$ cat src/rtl/adc_frame_collector.sv
// adc_frame_collector
//   Collects one averaged ADC result per electrode step into a small result
//   buffer. Each step_done pulse starts a step: wait SETTLE_CYCLES for the
//   analog path to settle, take 2^AVG_LOG2 conversions one at a time, then
//   store the truncated mean at buffer[step_idx]. frame_done pulses once the
//   last step of a frame (index NUM_STEPS-1) has been stored.
//
// Ports
//   clk         rising-edge clock
//   rst         synchronous active-high reset (also clears the result buffer)
//   step_done   one-cycle pulse: mux/DAC are set, tmux_ctrl holds the step index
//   tmux_ctrl   step index, sampled with step_done
//   adc_start   one-cycle conversion request to the ADC interface
//   adc_valid   one-cycle strobe qualifying adc_data
//   adc_data    unsigned ADC sample
//   rd_addr     result buffer read address
//   rd_data     registered buffer[rd_addr]
//   busy        high whenever the FSM is not in IDLE
//   frame_done  one-cycle pulse in the cycle after the last step is stored
//   overrun     sticky: step_done arrived while busy (cleared only by rst)
module adc_frame_collector #(
  parameter int SETTLE_CYCLES = 8,
  parameter int AVG_LOG2      = 2,
  parameter int ADC_W         = 16,
  parameter int NUM_STEPS     = 16
) (
  input  logic             clk,
  input  logic             rst,
  input  logic             step_done,
  input  logic [3:0]       tmux_ctrl,
  output logic             adc_start,
  input  logic             adc_valid,
  input  logic [ADC_W-1:0] adc_data,
  input  logic [3:0]       rd_addr,
  output logic [ADC_W-1:0] rd_data,
  output logic             busy,
  output logic             frame_done,
  output logic             overrun
);

  localparam int ACC_W = ADC_W + AVG_LOG2;
  localparam int CNT_W = AVG_LOG2 + 1;
  localparam int SET_W = (SETTLE_CYCLES > 0) ? $clog2(SETTLE_CYCLES + 1) : 1;

  localparam logic [CNT_W-1:0] NSAMP     = CNT_W'(1 << AVG_LOG2);
  localparam logic [SET_W-1:0] SETTLE_LD = SET_W'(SETTLE_CYCLES);
  localparam logic [4:0]       NSTEP5    = 5'(NUM_STEPS);
  localparam logic [4:0]       LAST5     = 5'(NUM_STEPS - 1);

  typedef enum logic [1:0] {
    IDLE    = 2'd0,
    SETTLE  = 2'd1,
    CONVERT = 2'd2,
    STORE   = 2'd3
  } state_t;

  state_t             state_q, state_d;
  logic [SET_W-1:0]   settle_q, settle_d;
  logic [CNT_W-1:0]   cnt_q, cnt_d;
  logic [CNT_W-1:0]   cnt_inc;
  logic [ACC_W-1:0]   acc_q, acc_d;
  logic [3:0]         step_idx_q, step_idx_d;
  logic               start_req_q, start_req_d;
  logic               frame_done_q, frame_done_d;
  logic               overrun_q, overrun_d;
  logic [ADC_W-1:0]   rd_data_q, rd_data_d;
  logic [ADC_W-1:0]   mem_q [NUM_STEPS];
  logic               wr_en;
  logic [ADC_W-1:0]   wr_data;

  // Mean of the accumulated samples, truncated toward zero.
  function automatic logic [ADC_W-1:0] avg_trunc(input logic [ACC_W-1:0] acc);
    return acc[ACC_W-1:AVG_LOG2];
  endfunction

  always_comb begin
    state_d      = state_q;
    settle_d     = settle_q;
    cnt_d        = cnt_q;
    acc_d        = acc_q;
    step_idx_d   = step_idx_q;
    start_req_d  = 1'b0;
    frame_done_d = 1'b0;
    overrun_d    = overrun_q;
    wr_en        = 1'b0;
    wr_data      = avg_trunc(acc_q);
    adc_start    = 1'b0;
    cnt_inc      = cnt_q + 1'b1;

    // STORE is not IDLE, so a step_done in the returning cycle is an overrun too.
    if (step_done && (state_q != IDLE)) begin
      overrun_d = 1'b1;
    end

    case (state_q)
      IDLE: begin
        if (step_done) begin
          step_idx_d = tmux_ctrl;
          acc_d      = '0;
          cnt_d      = '0;
          settle_d   = SETTLE_LD;
          state_d    = SETTLE;
        end
      end
      SETTLE: begin
        if (settle_q == '0) begin
          adc_start = 1'b1;
          state_d   = CONVERT;
        end else begin
          settle_d = settle_q - 1'b1;
        end
      end
      CONVERT: begin
        // Next request goes out the cycle after a sample lands, so only one
        // conversion is ever outstanding.
        adc_start = start_req_q;
        if (adc_valid) begin
          acc_d = acc_q + ACC_W'(adc_data);
          cnt_d = cnt_inc;
          if (cnt_inc < NSAMP) begin
            start_req_d = 1'b1;
          end else begin
            state_d = STORE;
          end
        end
      end
      STORE: begin
        // Out-of-range step indices run the full sequence but never write.
        wr_en        = ({1'b0, step_idx_q} < NSTEP5);
        frame_done_d = ({1'b0, step_idx_q} == LAST5);
        state_d      = IDLE;
      end
      default: state_d = IDLE;
    endcase

    rd_data_d = ({1'b0, rd_addr} < NSTEP5) ? mem_q[rd_addr] : '0;
  end

  always_ff @(posedge clk) begin
    if (rst) begin
      state_q      <= IDLE;
      settle_q     <= '0;
      cnt_q        <= '0;
      acc_q        <= '0;
      step_idx_q   <= '0;
      start_req_q  <= 1'b0;
      frame_done_q <= 1'b0;
      overrun_q    <= 1'b0;
      rd_data_q    <= '0;
      for (int i = 0; i < NUM_STEPS; i++) begin
        mem_q[i] <= '0;
      end
    end else begin
      state_q      <= state_d;
      settle_q     <= settle_d;
      cnt_q        <= cnt_d;
      acc_q        <= acc_d;
      step_idx_q   <= step_idx_d;
      start_req_q  <= start_req_d;
      frame_done_q <= frame_done_d;
      overrun_q    <= overrun_d;
      // Read samples the pre-write contents: same-address read returns old data.
      rd_data_q    <= rd_data_d;
      if (wr_en) begin
        mem_q[step_idx_q] <= wr_data;
      end
    end
  end

  assign busy       = (state_q != IDLE);
  assign frame_done = frame_done_q;
  assign overrun    = overrun_q;
  assign rd_data    = rd_data_q;

endmodule

$ cat config.mk
export PLATFORM = sky130hd
export DESIGN_NAME = adc_frame_collector
export DESIGN_NICKNAME = d
export VERILOG_FILES = /design/src/rtl/adc_frame_collector.sv
export SDC_FILE = /design/constraint.sdc
export NUM_CORES = 1
export LEC_CHECK = 0
export CELL_PAD_IN_SITES_DETAIL_PLACEMENT = 1
export CELL_PAD_IN_SITES_GLOBAL_PLACEMENT = 1
export CORE_MARGIN = 2
export CORE_UTILIZATION = 45
export DETAILED_ROUTE_END_ITERATION = 10
export PLACE_DENSITY_LB_ADDON = 0.1
export SLEW_MARGIN = 20
export SYNTH_ARGS = -nofsm -noshare
export SYNTH_HDL_FRONTEND = slang
export SYNTH_SLANG_ARGS = --single-unit
$ cat constraint.sdc
create_clock -name clk -period 2 [get_ports clk]
set_clock_uncertainty 0.2 [all_clocks]
set_input_delay 0.2 -clock clk [delete_from_list [all_inputs] [get_ports clk]]
set_output_delay 0.2 -clock clk [all_outputs]
set_load 0.01 [all_outputs]
==> results of run 1 <==
## critical path: stages, from the launching register on
cell and delay [ns]:
dfxtp_2 0.35, ha_4 0.20, buf_4 0.15, o211ai_1 0.28
a21oi_4 0.08, o21ai_2 0.17, nand2_1 0.13, a41oi_2 0.22
mux2i_1 0.20
## worst paths after layout
| kind | from | to | slack, ns |
|---|---|---|---|
| min | tmux_ctrl[2] | step_idx_q[2]$_SDFFE_PP0P_ | 0.07 |
| max | acc_q[3]$_SDFFE_PP0P_ | acc_q[16]$_SDFFE_PP0P_ | -0.06 |
| max reg2reg | acc_q[3]$_SDFFE_PP0P_ | acc_q[16]$_SDFFE_PP0P_ | -0.06 |
| min reg2reg | overrun$_SDFFE_PP0P_ | overrun$_SDFFE_PP0P_ | 0.29 |
## cells by family after synthesis
family	count (synthesis)	synth area share [%]
AOI/OAI and AO/OA	78	3.40
xor gates and xnor gates	11	0.679
adders and majority gates	25	2.26
buffers and inverters	75	2.35
DFF	306	61.3
muxes	85	13.1
and+or+nand+nor	419	17.0
## repair_timing
| action | 4_1_cts | 5_1_grt |
|---|---|---|
| endpoints found under the setup margin | 215 | 370 |
| setup buffers | 3 | 6 |
| hold buffers | 1 | 0 |
| endpoints found under the hold margin | 4 | 0 |
| gates resized for setup | 45 | 64 |
| cloned | 0 | 3 |
| pin swaps | 19 | 28 |
## metrics by stage
| step | setup slack (ns) | power [mW] | hold WS, ns | instances |
|---|---|---|---|---|
| global route | -0.170 | 16.4 | 0.0856 | 1602 |
| global placement | -0.503 | 9.67 | 0.259 | 1527 |
| detailed placement | -0.562 | 9.72 | 0.280 | 1527 |
| CTS | -0.0531 | 15.8 | 0.0565 | 1593 |
| finish | -0.0607 | 15.8 | 0.0712 | 1602 |
| floorplan | -0.0196 | 8.62 | 0.147 | 999 |
## metal layers
layer / track usage, % / routed length (microns) / up-vias
met2: 39.1 / 18500 / 187
li1: - / - / 3996
met3: 2.81 / 1420 / 53
met5: 0 / 0 / -
met4: 6.05 / 824 / 0
met1: 31.2 / 16200 / 4507
## cells in the mapped netlist, types with 5 or more instances
cell      number
a21oi_1       32
and2_1       256
buf_1          8
buf_6          6
clkbuf_1      46
dfxtp_1       50
edfxtp_1     256
ha_1          24
inv_1         12
mux4_2        80
nand2_1       42
nand2b_1       9
nand3_1       10
nor2_1        41
nor2b_1       20
nor3_1         5
o21ai_0       13
or2_2         18
xnor2_1        7
## cell type report
cell class	instances	area (sq um)	share of cell area [%]
Multi-Input combinational cell	618	5550	31.0
Sequential cell	306	8700	48.7
Clock inverter	13	60.1	0.336
Tap cell	402	503	2.81
Timing Repair Buffer	202	2010	11.2
Clock buffer	49	1000	5.60
Inverter	12	52.6	0.294
## where the power goes
| part | leakage, nW | switching, mW | internal, mW | total, mW |
|---|---|---|---|---|
| Clock | 0.521 | 2.49 | 3.48 | 5.97 |
| Combinational | 3.16 | 1.25 | 1.22 | 2.47 |
| Sequential | 3.05 | 0.163 | 7.20 | 7.36 |
| Total | 6.74 | 3.91 | 11.9 | 15.8 |
## state kept, by name, summed over array words and instances, names as in the netlist
register and flops:
acc_q 18, cnt_q 3, start_req_q 1, state_q 2, frame_done 1, overrun 1
rd_data 16, step_idx_q 4, mem_q 256, settle_q 4
==> impl_metrics.tcl, run 1 <==
set metrics [dict create \
    io_buffers 47 \
    track_usage_pct 22.9 \
    drv_cap 0 \
    vdd_drop_max_v 0.000614 \
    dp_hpwl_microns 24900 \
    cts.sinks 306 \
    ant_nets 0 \
    area_growth_pct 26.0 \
    postPlaceCellArea_sq_um 16300 \
    max_slew.worst_pin.slew_ns 0.338 \
    synth_ff_type "edfxtp_1" \
    final_cell_mix "and2_1 (256), edfxtp_1 (256), buf_4 (117), mux4_2 (80), dfxtp_1 (43)" \
    dieWidth_microns 182 \
    worstSkewPairLatency_ns 0.51 \
    rsz0062_at_grt "yes" \
    route.detailed.drc 0 \
    yosysTopAreaCell "edfxtp_1" \
    syn_inst 999 \
    die_y_microns 182 \
    fillCellCount 2957 \
    dieArea_sq_um 33000 \
    path_max_fanout 4 \
    grt_max_degree 24 \
    setup_violations 23 \
    async_flop_share_pct 0 \
    first_pass_iters 5 \
    via_per_inst 5.46 \
    synth.yosys.warnings 0 \
    vias 8743 \
    hold_viol 0 \
    htree_levels 2 \
    syn-num-nets 1052 \
    start_util_pct 45.3 \
    maxSlewHeadroom_pct 77.5 \
    antenna_cells 0 \
    min_period_ns 2.06 \
    detail_route.wirelength_microns 37000 \
    violations "setup timing" \
    synth_cell_type_count 50 \
    grt_pass1_vias 9467 \
    cts.clk_slew.worst_paths_ns 0.05 \
    wl_per_cell_microns 23.1 \
    synth.top_cell.area_share_pct 54.2 \
    postLayoutCellArea_sq_um 17900 \
    nets 1228 \
    tritoncts "built" \
    drt-initial-drc-count 518 \
    status "finished, violations left" \
    cts_made_buffers 35 \
    final_core_util_pct 57.1 \
    ys_seq_area_share_pct 61.3 \
    synth_area_leaders "edfxtp_1 (54%), mux4_2 (13%), and2_1 (11%)" \
    core_area_sq_um 31300 \
    overflow 0 \
    crit_arrival_ns 2.29 \
    syn_area_sq_um 14200 \
    root_buffer "clkbuf_16" \
    layout-drive-gt1-share_pct 31.3 \
    period_share_pct 103 \
    cp-start-kind "flop" \
    pwr_density_cell_nw_per_um2 885 \
    synth-edff-count 256 \
    ioPinCount 48 \
    clockBufferDepth 3 \
    rows 65 \
    whs_path_depth 3 \
    synth-seq-cells 306 \
    syn_area_per_cell_sq_um 14.2 \
    setup_ws_ns -0.0607 \
    place_congestion 0.810 \
    antenna_found_initial 1 \
    p_leak_nw 6.74 \
    drv_slew 0 \
    rr_worst_depth 8 \
    required_ns 2.23 \
    end_kind "flop" \
    max_freq_mhz 485 \
    grt_pass1_wl_microns 56400 \
    fin_setup_tns_ns -0.396 \
    worst-setup-path-type "flop to flop" \
    hold_path_class "primary input to flop" \
]
Power figures use the tool's default switching activity.
==> inputs of run 2 (changes only) <==
Settings changed: CTS_CLUSTER_DIAMETER set to 200.
==> results of run 2 <==
No change in the layout: final DEF, timing and power equal those of run 1.
==> inputs of run 3 (changes only) <==
Settings changed: CTS_CLUSTER_SIZE set to 30.
==> run 3 against run 2 <==
Effect of this change: the flow still finishes with violations (setup timing); wire length is 2.0% higher; die area stayed put; design area is 1.4% lower; critical endpoint is now mem_q[12][4]$_SDFFCE_PN0P_.
==> impl_metrics.tcl, run 3 (synthesis results as in run 1) <==
set metrics [dict create \
    htree_levels 1 \
    ioPinCount 48 \
    whs_path_depth 3 \
    top_register "mem_q" \
    setup_violations 310 \
    violations "setup timing" \
    dieWidth_microns 182 \
    max_slew.worst_pin.slew_ns 0.483 \
    end_kind "flop" \
    grt_pass1_vias 9300 \
    reg2reg_to "mem_q[12][4]$_SDFFCE_PN0P_" \
    final_cell_mix "edfxtp_1 (256), and2_1 (247), buf_4 (113), mux4_2 (80), dfxtp_1 (44)" \
    die_y_microns 182 \
    rr_startpoint "state_q[0]$_SDFFE_PP0P_" \
    largest_reg_flops 256 \
    vdd_drop_max_v 0.000728 \
    max_freq_mhz 461 \
    worstSkewPairLatency_ns 0.52 \
    status "finished, violations left" \
    ant_nets 0 \
    maxSlewHeadroom_pct 67.8 \
    rrSetupSlack_ns -0.17 \
    setup_ws_ns -0.170 \
    hold_viol 0 \
    dp.cells 1527 \
    path_max_fanout 9 \
    tritoncts "built" \
    io_buffers 47 \
    antenna_found_initial 0 \
    swShare_pct 25.9 \
    start_util_pct 45.3 \
    hold_path_class "primary input to flop" \
    clockBufferDepth 3 \
    antenna_cells 0 \
    root_buffer "clkbuf_16" \
    stdcell_count 1578 \
    cts_made_buffers 14 \
    min_to "step_idx_q[1]$_SDFFE_PP0P_" \
    period_share_pct 109 \
    track_usage_pct 22.8 \
    wl_per_cell_microns 23.9 \
    p_leak_nw 6.57 \
    rows 65 \
    fillCellCount 2959 \
    p_int_mw 9.90 \
    cp-start-kind "flop" \
    cts.clk_slew.worst_paths_ns 0.12 \
    first_pass_iters 5 \
    dieArea_sq_um 33000 \
    seq_power_share_pct 54.9 \
    route.detailed.drc 0 \
    postPlaceCellArea_sq_um 16300 \
    pwr-share-comb_pct 19.1 \
    cts.sinks 306 \
    area_growth_pct 24.3 \
    layout-drive-gt1-share_pct 31.8 \
    dp_hpwl_microns 24900 \
    postLayoutCellArea_sq_um 17600 \
    clkPwrFrac_pct 26.0 \
    grt_max_degree 32 \
    min_period_ns 2.17 \
    rr_worst_depth 8 \
    worst-setup-path-type "flop to flop" \
    crit_arrival_ns 2.21 \
    core_area_sq_um 31300 \
    power.switching_mw 3.47 \
    min_from "tmux_ctrl[1]" \
    required_ns 2.04 \
    pwr_density_cell_nw_per_um2 758 \
    grt_pass1_wl_microns 56300 \
    mostFrequentLayoutCell "edfxtp_1" \
    drv_slew 0 \
    rsz0062_at_grt "yes" \
    drt-initial-drc-count 746 \
    drv_cap 0 \
    overflow 0 \
    nets 1222 \
    vias 8731 \
    detail_route.wirelength_microns 37700 \
    via_per_inst 5.53 \
    place_congestion 0.810 \
]
-- run 3: cell types whose count changed in the layout (fill, tap and decap cells not counted), moves of 4 or more --
cell / before / now
nor2_4: 3 / 7
clkbuf_16: 40 / 20
buf_4: 117 / 113
buf_6: 11 / 21
and2_1: 256 / 247
clkinv_1: 6 / 0
clkinv_2: 6 / 0
and2_4: 0 / 9
-- run 3: power by group through the flow --
stage          Sequential (mW)  Combinational (mW)  Clock (mW)
4_1_cts                   7.34                2.39        3.57
3_3_place_gp              7.45                2.22           0
6_report                  7.34                2.55        3.48
2_1_floorplan             7.45                1.17           0
3_5_place_dp              7.47                2.25           0
5_1_grt                   7.38                2.76        3.73
-- run 3: layout make-up --
| cell class | instances | area (sq um) | share of cell area (%) |
|---|---|---|---|
| flip-flops and latches | 306 | 8700 | 49.4 |
| well taps | 402 | 503 | 2.85 |
| multi-input cells | 618 | 5640 | 32.0 |
| inverters | 12 | 50.0 | 0.284 |
| clock buffers | 22 | 402 | 2.28 |
| repair buffers | 217 | 2300 | 13.1 |
| clock inverters | 1 | 30.0 | 0.170 |
-- run 3: repair_timing --
item | CTS | global route
setup buffers | 9 | 12
setup endpoints to repair | 199 | 419
hold endpoints to repair | 4 | 0
gates cloned | 3 | 5
pin swaps | 20 | 19
gates resized for setup | 61 | 89
hold buffers | 1 | 0
-- run 3: through the flow --
step	hold slack (ns)	setup slack (ns)	utilization (%)	total power [mW]	setup TNS (ns)
4_1_cts	0.0704	-0.0950	54.5	13.3	-1.88
2_1_floorplan	0.147	-0.0196	-	8.62	-0.0291
5_1_grt	0.109	-0.222	56.3	13.9	-45.87
6_report	0.0789	-0.170	56.3	13.4	-17.82
3_5_place_dp	0.280	-0.562	52.0	9.72	-18.20
3_3_place_gp	0.259	-0.503	52.0	9.67	-13.20
-- run 3: worst max path at each step --
stage | slack [ns] | end | start | cells past startpoint
2_1_floorplan | -0.02 | acc_q[7]$_SDFFE_PP0P_ | acc_q[3]$_SDFFE_PP0P_ | 7
3_3_place_gp | -0.50 | acc_q[14]$_SDFFE_PP0P_ | adc_data[0] | 10
3_5_place_dp | -0.56 | acc_q[14]$_SDFFE_PP0P_ | adc_data[0] | 10
4_1_cts | -0.1 | busy | state_q[0]$_SDFFE_PP0P_ | 6
5_1_grt | -0.22 | acc_q[14]$_SDFFE_PP0P_ | acc_q[0]$_SDFFE_PP0P_ | 9
6_report | -0.17 | mem_q[12][4]$_SDFFCE_PN0P_ | state_q[0]$_SDFFE_PP0P_ | 8
-- run 3: per-layer routing --
layer / track usage (%) / wire length, microns
met5: 0 / 0
met1: 31.3 / 16600
met3: 2.11 / 1230
met2: 39.4 / 19000
met4: 5.40 / 818
-- run 3: worst max-delay path, cell delays in order, from the launching register on --
cell,delay (ns)
dfxtp_4,0.38
buf_6,0.11
ha_4,0.13
nand2b_4,0.06
or3_4,0.39
buf_4,0.16
nor2_2,0.13
or2_4,0.18
buf_12,0.14
